File: config.mk
export PLATFORM = sky130hd
export DESIGN_NAME = dual_toggle_gen
export DESIGN_NICKNAME = d
export VERILOG_FILES = /design/src/rtl/dual_toggle_pkg.sv /design/src/rtl/dual_toggle_gen_toggle_chan.sv /design/src/rtl/dual_toggle_gen.sv
export SDC_FILE = /design/constraint.sdc
export NUM_CORES = 1
export LEC_CHECK = 0
export CAP_MARGIN = 20
export CELL_PAD_IN_SITES_DETAIL_PLACEMENT = 1
export CELL_PAD_IN_SITES_GLOBAL_PLACEMENT = 1
export CORE_AREA = 2 2 118 120
export DETAILED_ROUTE_END_ITERATION = 12
export DIE_AREA = 0 0 120 122
export DONT_BUFFER_PORTS = 1
export HOLD_SLACK_MARGIN = 0.1
export PLACE_DENSITY = 0.87
export SYNTH_ARGS = -nofsm -noshare
export SYNTH_HDL_FRONTEND = slang
export SYNTH_HIERARCHICAL = 1
export SYNTH_SLANG_ARGS = --single-unit
File: constraint.sdc
create_clock -name clk -period 11.09 [get_ports clk]
set_input_delay 0.5545 -clock clk [delete_from_list [all_inputs] [get_ports clk]]
set_output_delay 0.5545 -clock clk [all_outputs]
set_load 0.005 [all_outputs]
File: src/rtl/dual_toggle_pkg.sv
// Shared types and defaults for the dual_toggle_gen stimulus generator.
package dual_toggle_pkg;

  typedef enum logic {IDLE = 1'b0, RUN = 1'b1} state_t;

  localparam int DEF_CNT_W   = 16;
  localparam int DEF_BURST_W = 16;

endpackage

File: src/rtl/dual_toggle_gen_toggle_chan.sv
// One square-wave channel: latches its half-period on load, then toggles
// `out` every `half` cycles while run is high. clr forces the output low
// and takes priority over run so completion/abort edges leave out=0.
module toggle_chan #(
  parameter int CNT_W = 16
) (
  input  logic             clk,
  input  logic             rst,
  input  logic             load,
  input  logic             run,
  input  logic             clr,
  input  logic [CNT_W-1:0] half,
  output logic             out,
  output logic             tog
);

  logic [CNT_W-1:0] h;
  logic [CNT_W-1:0] cnt;
  logic [CNT_W-1:0] half_eff;

  // A zero half-period would never toggle; treat it as one cycle.
  assign half_eff = (half == '0) ? CNT_W'(1) : half;

  // Toggle strobe must not depend on clr: the top derives clr from it.
  assign tog = run && (cnt == '0);

  // Half-period latch, down-counter and output flop.
  always_ff @(posedge clk) begin
    if (rst) begin
      h   <= '0;
      cnt <= '0;
      out <= 1'b0;
    end else if (load) begin
      h   <= half_eff;
      cnt <= half_eff - CNT_W'(1);
      out <= 1'b0;
    end else if (clr) begin
      out <= 1'b0;
    end else if (run) begin
      if (cnt == '0) begin
        out <= ~out;
        cnt <= h - CNT_W'(1);
      end else begin
        cnt <= cnt - CNT_W'(1);
      end
    end
  end

endmodule

File: src/rtl/dual_toggle_gen.sv
// Two-channel programmable square-wave generator feeding fsm.in0/in1.
// Optional coincidence output enabled by defining DUAL_TOGGLE_COINC_EN.
module dual_toggle_gen
  import dual_toggle_pkg::*;
#(
  parameter int CNT_W   = DEF_CNT_W,
  parameter int BURST_W = DEF_BURST_W
) (
  input  logic               clk,
  input  logic               rst,
  input  logic               start,
  input  logic               stop,
  input  logic [CNT_W-1:0]   half0,
  input  logic [CNT_W-1:0]   half1,
  input  logic [BURST_W-1:0] edges,
  output logic               out0,
  output logic               out1,
  output logic               busy,
  output logic               done,
  output logic [BURST_W-1:0] edge_cnt
`ifdef DUAL_TOGGLE_COINC_EN
  ,
  output logic               coinc
`endif
);

  state_t             state;
  logic [BURST_W-1:0] limit;
  logic [BURST_W-1:0] nxt_cnt;
  logic               in_run;
  logic               load;
  logic               abort;
  logic               fin;
  logic               clr;
  logic               tog0;
  logic               tog1;

  assign in_run  = (state == RUN);
  assign load    = (state == IDLE) && start && !stop;
  assign nxt_cnt = edge_cnt + BURST_W'(1);
  assign abort   = in_run && stop;
  // Completion: the out0 toggle about to happen is number `limit`.
  assign fin     = in_run && tog0 && (limit != '0) && (nxt_cnt == limit);
  assign clr     = abort || fin;
  assign busy    = in_run;

  toggle_chan #(.CNT_W(CNT_W)) u_ch0 (
    .clk(clk), .rst(rst), .load(load), .run(in_run), .clr(clr),
    .half(half0), .out(out0), .tog(tog0)
  );

  toggle_chan #(.CNT_W(CNT_W)) u_ch1 (
    .clk(clk), .rst(rst), .load(load), .run(in_run), .clr(clr),
    .half(half1), .out(out1), .tog(tog1)
  );

  // Run FSM, edge counter and done pulse; stop wins over completion.
  always_ff @(posedge clk) begin
    if (rst) begin
      state    <= IDLE;
      limit    <= '0;
      edge_cnt <= '0;
      done     <= 1'b0;
    end else begin
      done <= 1'b0;
      case (state)
        IDLE: begin
          if (load) begin
            state    <= RUN;
            limit    <= edges;
            edge_cnt <= '0;
          end
        end
        RUN: begin
          if (abort) begin
            state <= IDLE;
          end else if (fin) begin
            state    <= IDLE;
            edge_cnt <= limit;
            done     <= 1'b1;
          end else if (tog0) begin
            edge_cnt <= nxt_cnt;
          end
        end
        default: state <= IDLE;
      endcase
    end
  end

`ifdef DUAL_TOGGLE_COINC_EN
  // Pulse when both channels toggle on the same edge, except on the
  // completion/abort edge where outputs are forced low instead.
  always_ff @(posedge clk) begin
    if (rst) coinc <= 1'b0;
    else     coinc <= in_run && !clr && tog0 && tog1;
  end
`endif

endmodule

== Yosys cells after proc, flatten, opt, wreduce, memory -nomap -nowiden ==
Cells that the tools add are included.
Operators by class
  equal/unequal tests: 5
  bitwise logic cells: 3
  muxes and demuxes: 20
  reduce and logical (&&, ||, !) cells: 22
  $add $sub $neg: 7
Operators by type and width (number)
  2-to-1 mux 16 bit: 14
  subtractor 16 x 1 -> 16 bit, second input constant: 6
  zero test 16 bit: 4
  case mux 16 bit (2 select lines): 1
  adder 16 x 1 -> 16 bit, second input constant: 1
  == test 16 bit: 1
  nonzero test 16 bit: 1
  AND reduction 2 bit: 4
  logical AND 1 bit: 7
  inequality test 2 bit, second input constant: 3
  OR reduction 3 bit: 2
  2-to-1 mux 1 bit: 4
  inequality test 3 x 1 -> 1 bit, second input constant: 1
  inverter 1 bit: 3
  AND reduction 3 bit: 1
  case mux 1 bit (2 select lines): 1
  nonzero test 2 bit: 1
  zero test 1 bit: 1
  logical OR 1 bit: 1
Word-level totals
  word-level logic and storage cells: 67
  bits of input ports: 52
  register bits after elaboration: 100
  output and inout bits: 20

== Logic depth before layout (Yosys ltp) ==
  depth after elaboration: 8
  mapped depth: 18
  depth with buffers taken out: 14

== Cells and area by module ==
The synthesis kept the hierarchy.
By module, submodules not included
  toggle_chan: cells each 250, area an instance 1946.9 sq um, seq. area each 660.6 sq um, instances 2
  dual_toggle_gen: cells each 258, area an instance 2048.2 sq um, seq. area each 680.7 sq um, instances 1

== Worst setup path before layout ==
No wires, ideal clock.
  path kind: register to register
  from: register u_ch0.cnt[12]
  to: register u_ch0.cnt[7]
  library setup time: 120 ps
  cell stages (with the launch flop): 18
  data required time: 10970 ps
  period minus slack after synthesis: 3849 ps
  slack: 7241 ps
  path buffers: 4
  arrival: 3729 ps
  cells stage by stage: dfxtp_1 -> nor4_1 -> and4_1 -> buf_6 -> buf_2 -> and3_1 -> nand2_1 -> nor3_1 -> o2111ai_1 -> a2111o_1 -> a2111oi_4 -> buf_6 -> a21o_2 -> o21ai_1 -> nand2b_1 -> buf_1 -> and4bb_2 -> a211o_1
On the way
  longest elaborated chain between the ends: 8
  elaborated cells between the ends (all ways): 12
  those cells by class: 1 x eq/ne; 4 x mux; 7 x reduce/logical
RTL lines
  from (decl): line dual_toggle_gen_toggle_chan.sv:18  | logic [CNT_W-1:0] cnt;
  from (signal assigned): line dual_toggle_gen_toggle_chan.sv:35  | cnt <= half_eff - CNT_W'(1);
  from (signal assigned): line dual_toggle_gen_toggle_chan.sv:42  | cnt <= h - CNT_W'(1);
  from (signal assigned): line dual_toggle_gen_toggle_chan.sv:44  | cnt <= cnt - CNT_W'(1);
  zero test 16 bit: line dual_toggle_gen_toggle_chan.sv:25  | assign tog = run && (cnt == '0);
  logical AND 1 bit: line dual_toggle_gen_toggle_chan.sv:25
  named net tog0: line dual_toggle_gen.sv:35  | logic tog0;
  logical AND 1 bit (3 in a row): line dual_toggle_gen.sv:43  | assign fin = in_run && tog0 && (limit != '0) && (nxt_cnt == limit);
  logical OR 1 bit: line dual_toggle_gen.sv:44  | assign clr = abort || fin;
  named net clr: line dual_toggle_gen.sv:34  | logic clr;
  inequality test 2 bit (no line)
  AND reduction 2 bit (no line)
The timed path passes the listed nets, and every way through them passes these cells. The select of a mux whose other input is x is not followed.
A chain may end at the register's enable or synchronous reset.

== Final worst setup path ==
  from: register u_ch0.cnt[13]
  to: register u_ch0.cnt[7]
The elaborated chain is that of the path after synthesis.

==> metrics <==
status=complete, no violations; number of global-route vias before repair=a little under 6,000; Die ar.=14,600 µm²; detailed-route via count=slightly below 6,000; # diodes=0; Fmax=0.201 GHz; Switch Pwr=~290 µW; register bit total from synthesis=100; RSZ-0062 raised after global routing=false; hold buffer count at CTS=0; Metal-1 WL=around 8 mm; register area share after synthesis=0.337; synthesized area per cell=7.84 µm²; Async SR Flop Fraction=0; Routed WL=approximately 18 mm; fillers=around 1,700; Worst-Margin Slew=~1.0 ns; Detail Route Antenna Nets=0; all-layer global routing usage=0.253; Net Sw Frac=0.323; Top Metal Used=met4; Clk network pwr share=0.342; GR Overflow Total=0; Initial Util=0.440; combinational power share=0.213; H-tree depth=3; first drt pass iteration count=5; top_reg_cell synth=dfxtp_1; Final #Nets=about 790; crit path time final=4.97 ns; Distinct cells, synth=71; Crit. End Element=register; Synthesis Warnings=6; Fin Hold WS=between 0.2 and 0.3 ns; number of clock sinks=100; die width=120 µm; Slowest Stage Delay on Critical Path=roughly 0.9 ns; worst path bufs/invs=1; Initial DRC Count=around 420; Worst slew margin=0.301; core box area=13,500 µm²; final slew viol count=0; area grow syn2layout=5.75%; num ports=72; setup TNS=0 ns; PortBufs=0; initial antenna violation count=0; fraction of layout cells with a size suffix above 1=0.0762; Critical Path RT=roughly 11 ns; DRC viols=0; routability cong.=~0.9; number of synthesized flops with an enable pin=0; peak supply drop=around 0.063 mV; Worst path top cell family by delay=simple AND/OR/NAND/NOR gates; cells after synthesis=about 760; pwr/cell area=about 140 nW/µm²; total nets after synthesis=813; sequential cell area=2000 µm²; CTS tree=built; # rows=43; metal2 WL=roughly 9.0 mm; clk_lat worst skew=~0.36 ns; Reg power frac=0.445; max_cap viols=0; P_leak=between 2 and 2.5 nW; multi-input logic area=around 3700 µm²; CTS buffer count=9; Synth Cell Area=approximately 5900 µm²; CTS resizes=0; hpwl dp=around 13 mm; final setup vio count=0; die height=122 µm; DR WL met3=865 µm; crit start category=register; Slowest-stage cell, CP=a2111oi_4; clock buffer depth=2; crit path DAT=around 5.2 ns; Pint=between 600 and 700 µW; crit-path cells=nor4_1, and4_1, and3_1, nand2_1, nor3_1, o2111ai_1, a2111o_1, a2111oi_4, a21o_2, o21ai_1, buf_4, nand2b_1, and4bb_2, a211o_1; final hold vios=0; skew final=between 0.01 and 0.015 ns; Critical Path Fanout Max=25; Clock Tree Root=clkbuf_16; critical path class=reg -> reg; clock slew at reported path FFs=around 0.08 ns; Period Utilization, post-route=0.448; post-CTS setup buffer count=0; first-pass GRT wire length=between 20 and 30 mm; Hold Crit Class=in -> reg; Worst R2R Setup Slack=roughly 6.1 ns; largest net degree at the start of global routing=90; WL per Instance=20.1 µm; Via density=6.32
-- routing by layer --
metal | up-vias | track usage
met5 | - | 0
met2 | 153 | 0.431
met4 | 0 | 0.128
met3 | 46 | 0.0421
li1 | 2757 | -
met1 | 2830 | 0.309
-- power groups by stage --
stage	logic [mW]	registers, mW	clock network [mW]
global placement	0.177	0.405	0
floorplan	0.153	0.400	0
finish	0.191	0.399	0.306
global route	0.211	0.401	0.325
CTS	0.188	0.398	0.311
detailed placement	0.186	0.406	0
-- cell usage after synthesis (3+ instances only) --
master	instances	area share
buf_2	12	0.010
nand3b_1	4	0.0051
and2_1	5	0.0053
nor2b_1	7	0.0074
o21a_1	4	0.0051
and3_1	5	0.0053
dfxtp_1	100	0.34
a211oi_1	12	0.015
mux2i_1	14	0.024
nand4_1	12	0.013
ha_1	3	0.0063
xnor2_1	21	0.031
a32oi_1	7	0.010
a41oi_1	6	0.0088
a31oi_1	21	0.022
nand2b_1	19	0.020
or2_2	3	0.0032
nand3_1	16	0.013
nand2_1	97	0.061
xor2_1	12	0.018
a211o_1	4	0.0059
o31ai_1	3	0.0038
nor2_1	81	0.051
clkbuf_1	19	0.012
and4_1	10	0.015
nor4_4	3	0.011
o21ai_0	32	0.027
a21o_2	7	0.010
nor3b_1	8	0.010
o22ai_1	5	0.0053
a21oi_1	53	0.045
nor3_1	24	0.020
or3_1	4	0.0042
inv_1	15	0.0095
a21o_1	5	0.0063
buf_1	9	0.0057
nor4_1	23	0.024
a31o_2	4	0.0059
a311oi_1	17	0.025
buf_6	3	0.0057
-- per-stage QoR --
step           area [µm²]  utilization  setup WS, ns  std cells  total power, mW
2_1_floorplan        5940            -          7.24        758            0.552
3_3_place_gp         6000        0.444          6.45        898            0.581
3_5_place_dp         6000        0.444          6.19        898            0.592
4_1_cts              6280        0.465          6.16        914            0.897
5_1_grt              6280        0.465          5.82        915            0.937
6_report             6280        0.465          6.12        915            0.896
-- worst reg2reg max path: cells and delay by family (launching register included) --
family | cells | cell delay, ns
simple gates | 7 | 2.30
compound gates | 6 | 1.98
flops | 1 | 0.34
buf+inv | 1 | 0.24
-- placed cells by master (no fill, tap or decap), drive strengths merged, types with 12 or more instances in the layout --
cell type    n
a311oi      17
nor4        26
nor2        81
nand3       16
xnor2       21
inv         18
xor2        12
a21o        12
nand4       13
a21oi       53
nand2b      19
nand2       98
a31oi       21
mux2i       14
dfxtp      100
nor3        24
o21ai       34
a211oi      12
-- worst paths after layout --
kind / startpoint / to / cells past startpoint
max reg2reg: u_ch0/cnt[13]$_SDFFE_PP0P_ / u_ch0/cnt[7]$_SDFFE_PP0P_ / 14
min reg2reg: u_ch1/h[14]$_SDFFE_PP0P_ / u_ch1/h[14]$_SDFFE_PP0P_ / 2
max: u_ch0/cnt[13]$_SDFFE_PP0P_ / u_ch0/cnt[7]$_SDFFE_PP0P_ / 14
min: rst / u_ch1/h[6]$_SDFFE_PP0P_ / 1
-- cell type report --
type	count	share of cell area
clock buffers	11	0.0386
clock inverters	5	0.00597
repair buffers	7	0.00836
multi-input cells	594	0.582
flip-flops and latches	100	0.319
well taps	180	0.0358
inverters	18	0.0108
-- sequential cells by signal, indices dropped and copies added, names as in the netlist --
register and count:
busy 1, done 1, edge_cnt 16, limit 16, u_ch0/cnt 16, u_ch0/h 16
u_ch0/out 1, u_ch1/cnt 16, u_ch1/h 16, u_ch1/out 1
-- logic make-up (layout without fill, tap and decap cells) --
group,after synthesis,after routing,share of synthesized area
adder cells (fa/ha/maj),3,3,0.00632
flip-flops,100,100,0.337
AO/OA/AOI/OAI,209,209,0.244
buffers and inverters,64,41,0.0478
XOR/XNOR,34,34,0.0526
multiplexers,14,14,0.0236
AND/OR/NAND/NOR,334,334,0.289
(Power assumes the default switching activity.)
